## config.mk

```make
export PLATFORM = sky130hd
export DESIGN_NAME = hp_bar_display
export DESIGN_NICKNAME = d
export VERILOG_FILES = /design/src/rtl/hp_display_pkg.sv /design/src/rtl/hp_tick_gen.sv /design/src/rtl/hp_bar_display.sv
export SDC_FILE = /design/constraint.sdc
export NUM_CORES = 1
export LEC_CHECK = 0
export CORE_MARGIN = 3
export CORE_UTILIZATION = 54
export DETAILED_ROUTE_END_ITERATION = 6
export PLACE_DENSITY = 0.82
export SYNTH_ARGS = -nofsm -noshare
export SYNTH_HDL_FRONTEND = slang
export SYNTH_SLANG_ARGS = --single-unit
```

## constraint.sdc

```tcl
create_clock -name CLK -period 3.1 [get_ports CLK]
set_input_delay 0.31 -clock CLK [delete_from_list [all_inputs] [get_ports CLK]]
set_output_delay 0.31 -clock CLK [all_outputs]
set_load 0.05 [all_outputs]
```

## src/rtl/hp_display_pkg.sv

```systemverilog
// Shared types and bar-pattern helpers for the HP/score LED displays.
package hp_display_pkg;

    localparam int unsigned MAX_LEDS = 64;

    typedef enum logic [1:0] {
        IDLE,
        DRAIN,
        FILL,
        ERROR
    } state_e;

    // Alternating ...0101 pattern on the lowest n LEDs.
    function automatic logic [MAX_LEDS-1:0] err_pattern(input int unsigned n);
        logic [MAX_LEDS-1:0] m;
        m = '0;
        for (int unsigned i = 0; i < MAX_LEDS; i++) begin
            if ((i < n) && ((i % 2) == 0)) m[i] = 1'b1;
        end
        return m;
    endfunction

    // LED i lights when disp*n > i*max, i.e. ceil(disp*n/max) LEDs without a divider.
    function automatic logic [MAX_LEDS-1:0] bar_mask(input int unsigned disp,
                                                     input int unsigned n,
                                                     input int unsigned hp_max);
        logic [MAX_LEDS-1:0] m;
        m = '0;
        for (int unsigned i = 0; i < MAX_LEDS; i++) begin
            if ((i < n) && ((disp * n) > (i * hp_max))) m[i] = 1'b1;
        end
        return m;
    endfunction

endpackage

```

## src/rtl/hp_tick_gen.sv

```systemverilog
// Modulo-DIV counter with synchronous clear; o_tick_c is high on the last count.
module hp_tick_gen #(
    parameter int unsigned DIV = 4
) (
    input  logic i_clk,
    input  logic i_rst,
    input  logic i_clr,
    output logic o_tick_c
);

    localparam int unsigned CW = (DIV > 1) ? $clog2(DIV) : 1;
    localparam logic [CW-1:0] LAST = CW'(DIV - 1);

    logic [CW-1:0] r_cnt;

    always_ff @(posedge i_clk or posedge i_rst) begin
        if (i_rst) begin
            r_cnt <= '0;
        end else if (i_clr || (r_cnt == LAST)) begin
            r_cnt <= '0;
        end else begin
            r_cnt <= r_cnt + CW'(1);
        end
    end

    assign o_tick_c = (r_cnt == LAST);

endmodule

```

## src/rtl/hp_bar_display.sv

```systemverilog
// Per-player HP bar driver: scaled bar, animated drain/fill, low-HP blink,
// and an error pattern for out-of-range HP.
module hp_bar_display
    import hp_display_pkg::*;
#(
    parameter int unsigned NUM_LEDS   = 8,
    parameter int unsigned HP_W       = 4,
    parameter int unsigned HP_MAX     = 10,
    parameter int unsigned LOW_THRESH = 2,
    parameter int unsigned STEP_DIV   = 5_000_000,
    parameter int unsigned BLINK_DIV  = 12_500_000
) (
    input  logic                CLK,
    input  logic                RST,
    input  logic [HP_W-1:0]     hp_in,
    input  logic                turn_in,
    output logic [NUM_LEDS-1:0] led_bar,
    output logic                turn_led,
    output logic                busy,
    output logic                err
);

    localparam logic [HP_W-1:0]     MAX_HP  = HP_W'(HP_MAX);
    localparam logic [HP_W-1:0]     LOW_HP  = HP_W'(LOW_THRESH);
    localparam logic [NUM_LEDS-1:0] ERR_BAR = NUM_LEDS'(err_pattern(NUM_LEDS));

    state_e              r_state;
    logic [HP_W-1:0]     r_disp_hp;
    logic [HP_W-1:0]     r_hp_q;
    logic                r_blink_phase;
    logic [NUM_LEDS-1:0] r_led_bar;
    logic                r_turn_led;
    logic                r_busy;
    logic                r_err;

    state_e              w_state_nxt;
    logic [HP_W-1:0]     w_disp_nxt;
    logic                w_phase_nxt;
    logic [NUM_LEDS-1:0] w_bar;
    logic [NUM_LEDS-1:0] w_led_nxt;
    logic                w_step_tick;
    logic                w_blink_tick;
    logic                w_step_clr;

    // Step pacing only runs while animating, so every step is a full STEP_DIV.
    assign w_step_clr = (r_state != DRAIN) && (r_state != FILL);

    hp_tick_gen #(.DIV(STEP_DIV)) u_step_tick (
        .i_clk    (CLK),
        .i_rst    (RST),
        .i_clr    (w_step_clr),
        .o_tick_c (w_step_tick)
    );

    hp_tick_gen #(.DIV(BLINK_DIV)) u_blink_tick (
        .i_clk    (CLK),
        .i_rst    (RST),
        .i_clr    (1'b0),
        .o_tick_c (w_blink_tick)
    );

    // Next state and displayed HP; direction is re-evaluated only after a step.
    always_comb begin
        w_state_nxt = r_state;
        w_disp_nxt  = r_disp_hp;
        unique case (r_state)
            IDLE: begin
                if (r_hp_q > MAX_HP)         w_state_nxt = ERROR;
                else if (r_hp_q < r_disp_hp) w_state_nxt = DRAIN;
                else if (r_hp_q > r_disp_hp) w_state_nxt = FILL;
            end
            DRAIN, FILL: begin
                if (w_step_tick) begin
                    w_disp_nxt = (r_state == DRAIN) ? (r_disp_hp - HP_W'(1))
                                                    : (r_disp_hp + HP_W'(1));
                    if (r_hp_q > MAX_HP)          w_state_nxt = ERROR;
                    else if (r_hp_q < w_disp_nxt) w_state_nxt = DRAIN;
                    else if (r_hp_q > w_disp_nxt) w_state_nxt = FILL;
                    else                          w_state_nxt = IDLE;
                end else if (r_hp_q > MAX_HP) begin
                    w_state_nxt = ERROR;
                end
            end
            ERROR: begin
                if (r_hp_q <= MAX_HP) w_state_nxt = IDLE;
            end
            default: w_state_nxt = IDLE;
        endcase
    end

    assign w_phase_nxt = r_blink_phase ^ w_blink_tick;

    // LED pattern for the upcoming cycle, registered below.
    always_comb begin
        w_bar     = NUM_LEDS'(bar_mask(32'(w_disp_nxt), NUM_LEDS, HP_MAX));
        w_led_nxt = w_bar;
        if (w_state_nxt == ERROR) begin
            w_led_nxt = ERR_BAR;
        end else if ((w_state_nxt == IDLE) && (w_disp_nxt != '0) && (w_disp_nxt <= LOW_HP)) begin
            w_led_nxt = w_bar & {NUM_LEDS{w_phase_nxt}};
        end
    end

    always_ff @(posedge CLK or posedge RST) begin
        if (RST) begin
            r_state       <= IDLE;
            r_disp_hp     <= MAX_HP;
            r_hp_q        <= MAX_HP;
            r_blink_phase <= 1'b1;
            r_led_bar     <= '1;
            r_turn_led    <= 1'b0;
            r_busy        <= 1'b0;
            r_err         <= 1'b0;
        end else begin
            r_state       <= w_state_nxt;
            r_disp_hp     <= w_disp_nxt;
            r_hp_q        <= hp_in;
            r_blink_phase <= w_phase_nxt;
            r_led_bar     <= w_led_nxt;
            r_turn_led    <= turn_in;
            r_busy        <= (w_state_nxt == DRAIN) || (w_state_nxt == FILL);
            r_err         <= (w_state_nxt == ERROR);
        end
    end

    assign led_bar  = r_led_bar;
    assign turn_led = r_turn_led;
    assign busy     = r_busy;
    assign err      = r_err;

endmodule

```

**Word-level counts from Yosys, hierarchy flattened**

Index checks and enable logic that the tools add are counted.

- $add $sub $neg: 4
- $lt $le $gt $ge: 15
- Equality and inequality tests: 10
- Multiplexer cells: 25
- Bitwise logic cells: 2
- Reductions and logical operators: 9

Operators by type and width:

| cell | count |
|---|---|
| adder 24 x 1 -> 24 bit (second input constant) | 1 |
| equality test 24 bit (second input constant) | 1 |
| 2-to-1 mux 24 bit | 1 |
| adder 23 x 1 -> 23 bit (second input constant) | 1 |
| equality test 23 bit (second input constant) | 1 |
| 2-to-1 mux 23 bit | 1 |
| greater-than comparator 7 x 6 -> 1 bit (second input constant) | 3 |
| 2-to-1 mux 2 bit | 9 |
| 2-to-1 mux 8 bit | 2 |
| greater-than comparator 7 x 5 -> 1 bit (second input constant) | 2 |
| 2-to-1 mux 4 bit | 3 |
| AND 8 bit | 1 |
| equality test 2 bit (second input constant) | 4 |
| greater-than comparator 4 bit | 2 |
| less-than comparator 4 bit | 2 |
| 2-to-1 mux 1 bit | 8 |
| greater-than comparator 7 x 1 -> 1 bit (second input constant) | 1 |
| greater-than comparator 7 x 4 -> 1 bit (second input constant) | 1 |
| greater-than comparator 7 bit (second input constant) | 1 |
| one-hot mux 2 bit (3 select lines) | 1 |
| adder 4 x 1 -> 4 bit (second input constant) | 1 |
| equality test 2 x 1 -> 1 bit (second input constant) | 2 |
| greater-than comparator 4 bit (second input constant) | 1 |
| <= comparator 4 x 2 -> 1 bit (second input constant) | 1 |
| other kinds (10) | 14 |

- Bits in registers: 69
- Input port bits: 7
- Output and inout bits: 11
- Logic and storage cells: 75

**Depth between registers and ports, before layout**

Gate-level depths: netlist of run 1.

- Word-level depth: 13
- Mapped depth: 16
- Depth with buffers taken out: 16

**Modules after synthesis**

Synthesis of run 1 repeated with hierarchy kept, for this count alone.

- Cell total of the unflattened synthesis: 395
- Area total of the unflattened synthesis: 3871.2 µm²

By module, submodules not included:

| module | times used | cells an instance | area each (µm²) | sequential area each (µm²) |
|---|---|---|---|---|
| hp_bar_display | 1 | 138 | 1375.1 | 566.8 |
| hp_tick_gen (u_blink_tick) | 1 | 132 | 1293.7 | 600.6 |
| hp_tick_gen (u_step_tick) | 1 | 125 | 1202.4 | 575.6 |

**Worst setup path after synthesis of run 1**

Ideal clock, no wire load.

- Kind: register to register
- From: register r_state[0]
- To: register r_led_bar[0] (netlist: led_bar[0])
- Library setup time: 0.100 ns
- Data arrival time: 2.839 ns
- Required time: 3.000 ns
- Slack: 0.161 ns
- Cell stages (with the launch flop): 15
- Path buffers: 0
- Clock period less this slack: 2.939 ns
- Path through: dfrtp_1 ha_1 xor2_1 ha_1 inv_1 ha_1 nor2b_1 o21ai_0 nand2b_1 a21oi_1 a211o_1 a32o_1 ha_1 nor3_1 a32oi_1

- Elaborated cells on any way between the ends: 31
- Those cells by class: order compare (4); eq/ne (4); mux (16); bitwise (1); reduce/logical (6)

RTL lines:

| item | RTL line | source |
|---|---|---|
| start, declared | hp_bar_display.sv:27 | `state_e r_state;` |
| start signal, assigned | hp_bar_display.sv:115 | `r_state <= w_state_nxt;` |
| equality test 2 x 1 -> 1 bit | hp_bar_display.sv:66, hp_bar_display.sv:74 |  |
| 2-to-1 mux 4 bit | hp_bar_display.sv:74 | `w_disp_nxt = (r_state == DRAIN) ? (r_disp_hp - HP_W'(1))` |
| less-than comparator 4 bit | hp_bar_display.sv:77 | `else if (r_hp_q < w_disp_nxt) w_state_nxt = DRAIN;` |
| 2-to-1 mux 2 bit | hp_bar_display.sv:77 |  |
| 2-to-1 mux 2 bit | hp_bar_display.sv:76 | `if (r_hp_q > MAX_HP) w_state_nxt = ERROR;` |
| 2-to-1 mux 2 bit | hp_bar_display.sv:73 | `if (w_step_tick) begin` |
| one-hot mux 2 bit (3 select lines) (*) | hp_bar_display.sv:66 | `unique case (r_state)` |
| named net w_state_nxt[0] | hp_bar_display.sv:36 | `state_e w_state_nxt;` |
| logical NOT 2 bit | hp_bar_display.sv:99 | `end else if ((w_state_nxt == IDLE) && (w_disp_nxt != '0) && (w_disp_nxt <= LOW_HP)) begin` |
| logical AND 1 bit (2 in series) | hp_bar_display.sv:99 |  |
| 2-to-1 mux 8 bit | hp_bar_display.sv:99 |  |
| 2-to-1 mux 8 bit (*) | hp_bar_display.sv:97 | `if (w_state_nxt == ERROR) begin` |
| named net w_led_nxt[0] | hp_bar_display.sv:40 | `logic [NUM_LEDS-1:0] w_led_nxt;` |
| end signal, assigned | hp_bar_display.sv:119 | `r_led_bar <= w_led_nxt;` |
| end, declared | hp_bar_display.sv:31 | `logic [NUM_LEDS-1:0] r_led_bar;` |

The timed path passes the listed nets; every way through them passes the cells marked *.

**Final worst setup path of run 1**

- From: register r_state[1]
- To: register r_led_bar[0] (netlist: led_bar[0])

Same word-level chain as after synthesis.

==> metrics, run 1 <==
synth cell count leaders dfrtp_1, nor2_1, nand3_1; Worst VDD drop 0.543 mV; Vias 2679; Die X 87.2 µm; Sink Count 69; RR Endpoint led_bar[0]; # IOs 18; Post-Route WL 6790 µm; WL per Instance 14.5 µm; row count 28; Post-synth EDFFs 0; Max H-tree Level 3; sequential cell area 0.00174 mm²; FFs w/ async S/R, synth 1.00; setup-violating endpoint count in the final report 0; CTS buffer count 9; mapped cell area 0.00356 mm²; CTS tree built; R2R setup slack 0.13 ns; DRT antenna net count 0; sw frac 0.349; Min-Delay Endpoint r_hp_q[1]; area added between synthesis and finish 14.5%; placed cells 451; initial antenna violation count 0; initial DRC count 142; worst min-delay path class in2reg; first-pass GRT wire length 11900 µm; IO Port Bufs 17; Crit. End Element flop; Static Leak 1.77 nW; Max-Slew Margin vs Limit 0.532; setup TNS 0 ns; vias in the first global route 2656; cell taking the most area after synthesis dfrtp_1; Post-synth top flop dfrtp_1; clock power share 0.263; Final Cell Area 0.00407 mm²; sequential area share after synthesis 0.490; ratio of cells with drive above 1 in the final layout 0.117; # fillers 467; clk buf depth 2; syn_nets 383; Worst setup SP type flop; die area 0.00760 mm²; Vias/cell 5.72; Yosys Warn Count 0; Synth area leaders dfrtp_1, dfstp_2, ha_1; syn avg cell area 9.91 µm²; largest net degree at the start of global routing 37; GRT Overall Usage 0.200; hold depth 1; Gate power share 0.347; f_max 336 MHz; Post-Syn Instances 359; arrival time of the worst setup path 3.23 ns; clock skew after layout 0.00845 ns; clock root buffer clkbuf_8; GPL Wtd Cong 0.904; power per cell area 649 mW/mm²; R2R depth 15; WS Path Type reg2reg; Post-Place Cell Area 0.00385 mm²; synthesized flop and latch total 69; fin. max-slew vios 0; drt pass-1 iters 4; total grt overflow 0; core area 0.00613 mm²; Tcrit/Tclk final 0.959; remaining routing DRC violations 0; Clock Pin Slew Worst Setup and Hold Paths 0.07 ns; min Tclk post-route 2.97 ns; sw power 0.000922 W; Reg power frac 0.390; CP max FO 7; area of the multi-input gates 0.00174 mm²; Worst Min Path Start hp_in[1]; Layout Cells excl Fill 468; hpwl dp 4940 µm; actual slew at the worst max-slew pin 0.701 ns; Yosys cell types 49; nets 412; WP data required 3.35 ns; Pint 0.00172 W; Die Ht 87.2 µm; Starting Density 0.580; status finished, final reports clean; worst r2r src r_state[1]; area share of the largest cell type after synthesis 0.394; Final Hold Fails 0; n_diodes 0; most common cell in the synthesized netlist dfrtp_1; Max-Cap Viols 0; clk_lat worst skew 0.35 ns
cells by family (layout without fill, tap and decap cells):
logic type                 after synthesis  in the layout  synth area share
AOI/OAI and AO/OA                       44             44            0.0774
xor gates and xnor gates                44             44             0.108
adders and majority gates               17             17            0.0598
buffers and inverters                   26             60            0.0278
DFF                                     69             69             0.490
and+or+nand+nor                        159            159             0.237
layout by cell type, fill, tap and decap left out, types with 5 or more instances in the layout:
| cell type | Yosys | routed |
|---|---|---|
| dfrtp_1 | 56 | 56 |
| and3_1 | 7 | 7 |
| nor2b_1 | 5 | 5 |
| ha_1 | 17 | 16 |
| nor3_1 | 6 | 5 |
| nand3_1 | 25 | 25 |
| buf_4 | 0 | 9 |
| xnor2_1 | 23 | 23 |
| nand2_1 | 22 | 22 |
| inv_1 | 18 | 16 |
| a21oi_1 | 12 | 12 |
| nor2_1 | 48 | 48 |
| o21ai_0 | 13 | 12 |
| clkdlybuf4s50_1 | 0 | 17 |
| clkbuf_8 | 0 | 11 |
| xor2_1 | 21 | 21 |
| dfstp_2 | 13 | 13 |
| nand4_1 | 10 | 10 |
repair_timing:
action,CTS,global route
setup buffers,0,1
endpoints found under the setup margin,2,5
hold buffers,0,0
resized for setup,1,5
layout make-up:
| cell class | count | area share |
|---|---|---|
| clock buffers | 16 | 0.0470 |
| multi-input cells | 264 | 0.427 |
| inverters | 18 | 0.0166 |
| well taps | 75 | 0.0230 |
| flip-flops and latches | 69 | 0.428 |
| repair buffers | 26 | 0.0584 |
critical path, stage by stage, from the launching register on:
cell	delay (ns)
dfrtp_1	0.35
inv_1	0.09
ha_1	0.22
xor2_1	0.17
ha_1	0.31
inv_1	0.07
ha_1	0.29
nor2b_1	0.12
o21ai_0	0.08
nand2b_1	0.07
a21oi_1	0.08
a211o_1	0.28
a32o_1	0.28
ha_4	0.21
nor3_2	0.16
a32oi_1	0.11
power by group through the flow:
stage	sequential [W]	clock [W]	combinational, W
4_1_cts	0.00103	0.000713	0.000858
6_report	0.00103	0.000696	0.000916
3_3_place_gp	0.00104	0	0.000829
2_1_floorplan	0.00117	0	0.000478
3_5_place_dp	0.00105	0	0.000848
5_1_grt	0.00103	0.000762	0.00101
flip-flops by register name (all words and copies together) (netlist names):
| signal | cells |
|---|---|
| busy | 1 |
| err | 1 |
| led_bar | 8 |
| r_blink_phase | 1 |
| r_disp_hp | 4 |
| r_hp_q | 4 |
| r_state | 2 |
| turn_led | 1 |
| u_blink_tick.r_cnt | 24 |
| u_step_tick.r_cnt | 23 |
routing by layer:
| metal | global-route usage | wire (µm) | vias up |
|---|---|---|---|
| met3 | 0.0634 | 295 | 10 |
| met5 | 0 | 0 | - |
| met1 | 0.251 | 3070 | 1301 |
| li1 | - | - | 1312 |
| met2 | 0.331 | 3320 | 56 |
| met4 | 0.0586 | 109 | 0 |
through the flow:
step,utilization,power (W),hold WS [ns],worst slack (ns)
after floorplan,-,0.00165,0.314,0.161
after global placement,0.628,0.00187,0.464,0.136
after detailed placement,0.628,0.00190,0.487,0.0112
after CTS,0.660,0.00260,0.370,0.0475
after global routing,0.664,0.00281,0.356,-0.0261
final,0.664,0.00264,0.383,0.126
worst max path at each step:
stage                     from    endpoint  slack, ns  depth (start not counted)
global placement    r_state[1]  led_bar[0]       0.14                         15
global route        r_state[1]  led_bar[1]      -0.03                         16
floorplan           r_state[0]  led_bar[0]       0.16                         14
CTS                 r_state[1]  led_bar[1]       0.05                         16
finish              r_state[1]  led_bar[0]       0.13                         15
detailed placement  r_state[1]  led_bar[1]       0.01                         16
Note: power is estimated with default switching activity, not from simulation.
==> inputs of run 2 (changes only) <==
--- a/config.mk
+++ b/config.mk
@@ -6,9 +6,9 @@
 export NUM_CORES = 1
 export LEC_CHECK = 0
 export CORE_MARGIN = 3
-export CORE_UTILIZATION = 54
+export CORE_UTILIZATION = 45
 export DETAILED_ROUTE_END_ITERATION = 6
-export PLACE_DENSITY = 0.82
+export PLACE_DENSITY = 0.71
 export SYNTH_ARGS = -nofsm -noshare
 export SYNTH_HDL_FRONTEND = slang
 export SYNTH_SLANG_ARGS = --single-unit
==> run 2 against run 1 <==
Worst setup slack lost 0.015 ns. Global-route usage shrank 3.3 points. Die area grew 19%. Final cell count grew 5.3%. Fmax shrank 0.50%. Critical path depth grew 1. Largest power group unchanged.
==> metrics, run 2 (synthesis results as in run 1) <==
clock root buffer clkbuf_8; drt pass-1 iters 4; GPL Wtd Cong 0.828; fin. max-slew vios 0; die area 0.00901 mm²; worst r2r src r_state[1]; DRT antenna net count 0; Post-Route WL 6920 µm; crit-path leading delay family adder cells; CTS buffer count 9; Post-Place Cell Area 0.00386 mm²; area added between synthesis and finish 15.9%; Worst VDD drop 0.375 mV; Tcrit/Tclk final 0.964; delay of the slowest critical-path stage 0.38 ns; CP max FO 4; Crit. End Element flop; actual slew at the worst max-slew pin 0.840 ns; WS Path Type reg2reg; clk_lat worst skew 0.35 ns; initial antenna violation count 0; Starting Density 0.478; GRT Overall Usage 0.167; setup ws final 0.112 ns; Worst Min Path Start hp_in[1]; Static Leak 1.78 nW; arrival time of the worst setup path 3.25 ns; power per cell area 660 mW/mm²; WL per Instance 14.0 µm; CTS tree built; hpwl dp 4770 µm; cts hold-fix bufs 0; R2R setup slack 0.11 ns; Clock Pin Slew Worst Setup and Hold Paths 0.09 ns; first-pass GRT wire length 11800 µm; max reg flops 24; # IOs 18; Vias/cell 5.39; Die Ht 94.9 µm; Max-Slew Margin vs Limit 0.440; n_diodes 0; WP data required 3.36 ns; IO Port Bufs 17; Max H-tree Level 3; Max-Cap Viols 0; hold depth 1; R2R depth 16; remaining routing DRC violations 0; total grt overflow 0; ratio of cells with drive above 1 in the final layout 0.140; initial DRC count 132; commonest non-fill, non-tap cell in the layout dfrtp_1; vias in the first global route 2567; RR Endpoint led_bar[1]; nets 413; CP most frequent cell ha_1; clk buf depth 2; WP buf/inv 3; Final Cell Area 0.00412 mm²; commonest cells after routing, fill and taps aside dfrtp_1, nor2_1, nand3_1; min Tclk post-route 2.99 ns; Min-Delay Endpoint r_hp_q[1]; status finished, final reports clean; utilization of the core after routing 0.553; setup-violating endpoint count in the final report 0; Top reg by flops u_blink_tick.r_cnt; worst min-delay path class in2reg; largest net degree at the start of global routing 70; core area 0.00745 mm²; Final Hold Fails 0; Worst setup SP type flop; f_max 335 MHz; Setup WS pre-CTS -0.0292 ns; Vias 2659; row count 31; Sink Count 69; clock skew after layout 0.0166 ns; crit-path cells inv_2 -> ha_2 -> xor2_1 -> ha_1 -> inv_1 -> ha_1 -> nor2b_2 -> o21ai_1 -> nand2b_1 -> a21oi_2 -> a211o_1 -> a32oi_1 -> ha_1 -> inv_1 -> nor3b_1 -> o22ai_1; Die X 94.9 µm; Crit-path slowest cell dfrtp_1
## run 2: cell types whose count changed in the layout (fill, tap and decap cells not counted), sizes merged
cell,previous run,this run
clkinv,0,4
inv,18,19
clkinvlp,0,1
buf,9,10
clkbuf,16,10
## run 2: per-layer routing
layer | vias to the layer above | wire [µm] | GRT usage
met5 | - | 0 | 0
met3 | 8 | 287 | 0.0550
met4 | 0 | 73 | 0.0457
li1 | 1310 | - | -
met2 | 47 | 3230 | 0.260
met1 | 1294 | 3330 | 0.225
## run 2: area by class of cell
| type | instances | area [µm²] |
|---|---|---|
| multi-input cells | 264 | 1750 |
| inverters | 18 | 67.6 |
| clock inverters | 6 | 43.8 |
| well taps | 99 | 124 |
| flip-flops and latches | 69 | 1740 |
| fillers | 675 | 3330 |
| clock buffers | 10 | 149 |
| repair buffers | 27 | 245 |
## run 2: through the flow
step / cells / hold slack, ns / setup TNS, ns / total power [W]
floorplan: 359 / 0.314 / 0 / 0.00165
global placement: 473 / 0.454 / 0 / 0.00187
detailed placement: 473 / 0.471 / -0.0474 / 0.00189
CTS: 490 / 0.361 / 0 / 0.00262
global route: 493 / 0.359 / -0.125 / 0.00288
finish: 493 / 0.377 / 0 / 0.00272
## run 2: worst reg2reg max path: stages (launching register included)
cell and delay (ns):
dfrtp_1 0.38, inv_2 0.07, ha_2 0.19, xor2_1 0.16, ha_1 0.32, inv_1 0.07
ha_1 0.29, nor2b_2 0.13, o21ai_1 0.06, nand2b_1 0.08, a21oi_2 0.06, a211o_1 0.28
a32oi_1 0.19, ha_1 0.18, inv_1 0.07, nor3b_1 0.23, o22ai_1 0.13
## run 2: worst max path at each step
stage	startpoint	endpoint	slack, ns	cells past startpoint
2_1_floorplan	r_state[0]	led_bar[0]	0.16	14
3_3_place_gp	r_state[1]	led_bar[0]	0.11	15
3_5_place_dp	r_state[1]	led_bar[0]	-0.03	15
4_1_cts	r_state[1]	led_bar[0]	0.02	15
5_1_grt	r_state[1]	led_bar[1]	-0.09	16
6_report	r_state[1]	led_bar[1]	0.11	16
## run 2: repair_timing
item / 4_1_cts / 5_1_grt
endpoints found under the setup margin: 2 / 6
gates resized for setup: 1 / 11
buffers inserted: 1 / 3
cloned: 0 / 0
pin swaps: 0 / 1
## run 2: report_power, final
part	internal [W]	leakage, nW	switching (W)
registers	0.000991	0.886	0.0000394
clock network	0.000341	0.0978	0.000356
logic	0.000390	0.794	0.000601
==> inputs of run 3 (changes only) <==
--- a/config.mk
+++ b/config.mk
@@ -7,7 +7,9 @@
 export LEC_CHECK = 0
 export CORE_MARGIN = 3
 export CORE_UTILIZATION = 45
+export CTS_BUF_LIST = sky130_fd_sc_hd__clkbuf_4 sky130_fd_sc_hd__clkbuf_8
 export DETAILED_ROUTE_END_ITERATION = 6
+export MAX_ROUTING_LAYER = met4
 export PLACE_DENSITY = 0.71
 export SYNTH_ARGS = -nofsm -noshare
 export SYNTH_HDL_FRONTEND = slang
==> run 3 against run 2 <==
Combinational power about the same. Die area unchanged. Hold slack got worse by 0.0039 ns. Critical endpoint unchanged. Critical path type unchanged. Global-route usage increased by 0.52 points. Clock power increased by 4.6%. Largest power group unchanged.
==> metrics, run 3 (synthesis results as in run 1) <==
status finished, final reports clean; commonest non-fill, non-tap cell in the layout dfrtp_1; R2R depth 16; delay of the slowest critical-path stage 0.38 ns; n_diodes 0; WP data required 3.36 ns; Worst VDD drop 0.374 mV; row count 31; WS Path Type reg2reg; first-pass GRT wire length 11800 µm; Crit. End Element flop; IO Port Bufs 17; WP buf/inv 3; CTS tree built; area added between synthesis and finish 16.0%; hold depth 1; f_max 336 MHz; Layout Cells excl Fill 493; CP most frequent cell ha_1; Top reg by flops u_blink_tick.r_cnt; setup ws final 0.121 ns; Post-Route WL 6940 µm; Max-Slew Margin vs Limit 0.442; Max-Cap Viols 0; # IOs 18; clk buf depth 2; initial antenna violation count 0; Static Leak 1.78 nW; CTS buffer count 9; fin. max-slew vios 0; core area 0.00745 mm²; total grt overflow 0; clock root buffer clkbuf_8; power per cell area 666 mW/mm²; actual slew at the worst max-slew pin 0.837 ns; GPL Wtd Cong 0.840; vias in the first global route 2557; min Tclk post-route 2.98 ns; Worst setup SP type flop; Vias 2663; commonest cells after routing, fill and taps aside dfrtp_1, nor2_1, nand3_1; remaining routing DRC violations 0; placed cells 473; setup-violating endpoint count in the final report 0; WL per Instance 14.1 µm; ratio of cells with drive above 1 in the final layout 0.140; crit-path leading delay family adder cells; arrival time of the worst setup path 3.24 ns; max reg flops 24; Clock Pin Slew Worst Setup and Hold Paths 0.09 ns; clk_lat worst skew 0.35 ns; initial DRC count 140; clock skew after layout 0.0159 ns; Crit-path slowest cell dfrtp_1; worst min-delay path class in2reg; cts hold-fix bufs 0; Die Ht 94.9 µm; Post-Place Cell Area 0.00386 mm²; Setup WS pre-CTS -0.0292 ns; Starting Density 0.478; Die X 94.9 µm; hpwl dp 4770 µm; nets 413; DRT antenna net count 0; die area 0.00901 mm²; Final Cell Area 0.00413 mm²; largest net degree at the start of global routing 70; Tcrit/Tclk final 0.961; CP max FO 4; Crit path depth 16; GRT Overall Usage 0.172; Sink Count 69; drt pass-1 iters 4; Final Hold Fails 0; crit-path cells inv_2 -> ha_2 -> xor2_1 -> ha_1 -> inv_1 -> ha_1 -> nor2b_2 -> o21ai_1 -> nand2b_1 -> a21oi_2 -> a211o_1 -> a32oi_1 -> ha_1 -> inv_1 -> nor3b_1 -> o22ai_1; Max H-tree Level 3; Vias/cell 5.40
-- run 3: changes by cell type in the layout (fill, tap and decap cells not counted) --
cell / delta
bufinv_16: +1
clkbuf_16: -1
-- run 3: final cells by class --
class	count	area [µm²]
clock inverter	7	73.8
tap	99	124
inverter	18	67.6
multi-input combinational	264	1750
sequential	69	1740
fill	676	3320
clock buffer	9	124
timing repair buffer	27	245
-- run 3: path summary, 6_finish.rpt --
| path | slack (ns) | from | end |
|---|---|---|---|
| worst max-delay path | 0.12 | r_state[1] | led_bar[1] |
| max in group asynchronous | 2.02 | RST | u_blink_tick.r_cnt[0] |
| worst max register to register | 0.12 | r_state[1] | led_bar[1] |
| worst min-delay path | 0.37 | hp_in[1] | r_hp_q[1] |
| worst min register to register | 0.48 | u_blink_tick.r_cnt[0] | u_blink_tick.r_cnt[0] |
| min in group asynchronous | 0.53 | RST | turn_led |
-- run 3: layer usage --
layer | routed length, µm | vias to the layer above | track usage
met1 | 3380 | 1290 | 0.225
met2 | 3180 | 50 | 0.261
met4 | 80 | 0 | 0.0433
met3 | 296 | 10 | 0.0550
met5 | 0 | - | -
li1 | - | 1313 | -
-- run 3: where the power goes --
group | internal [W] | switching [W]
clock network | 0.000374 | 0.000356
logic | 0.000390 | 0.000600
registers | 0.000991 | 0.0000387
-- run 3: per-stage QoR --
stage | total power [W] | utilization | TNS [ns] | hold WS, ns
after CTS | 0.00265 | 0.547 | 0 | 0.361
final | 0.00275 | 0.554 | 0 | 0.373
after global routing | 0.00292 | 0.554 | -0.125 | 0.359
after floorplan | 0.00165 | - | 0 | 0.314
after detailed placement | 0.00189 | 0.519 | -0.0474 | 0.471
after global placement | 0.00187 | 0.519 | 0 | 0.454
-- run 3: repair_timing --
| action | in CTS | in global routing |
|---|---|---|
| gates resized for setup | 1 | 11 |
| setup endpoints to repair | 2 | 6 |
| setup buffers | 1 | 3 |
| pin swaps | 0 | 1 |
-- run 3: worst register-to-register path: stages, from the launching register on --
cell and delay [ns]:
dfrtp_1 0.38, inv_2 0.07, ha_2 0.19, xor2_1 0.16
ha_1 0.32, inv_1 0.07, ha_1 0.29, nor2b_2 0.13
o21ai_1 0.06, nand2b_1 0.08, a21oi_2 0.06, a211o_1 0.28
a32oi_1 0.19, ha_1 0.18, inv_1 0.07, nor3b_1 0.23
o22ai_1 0.13
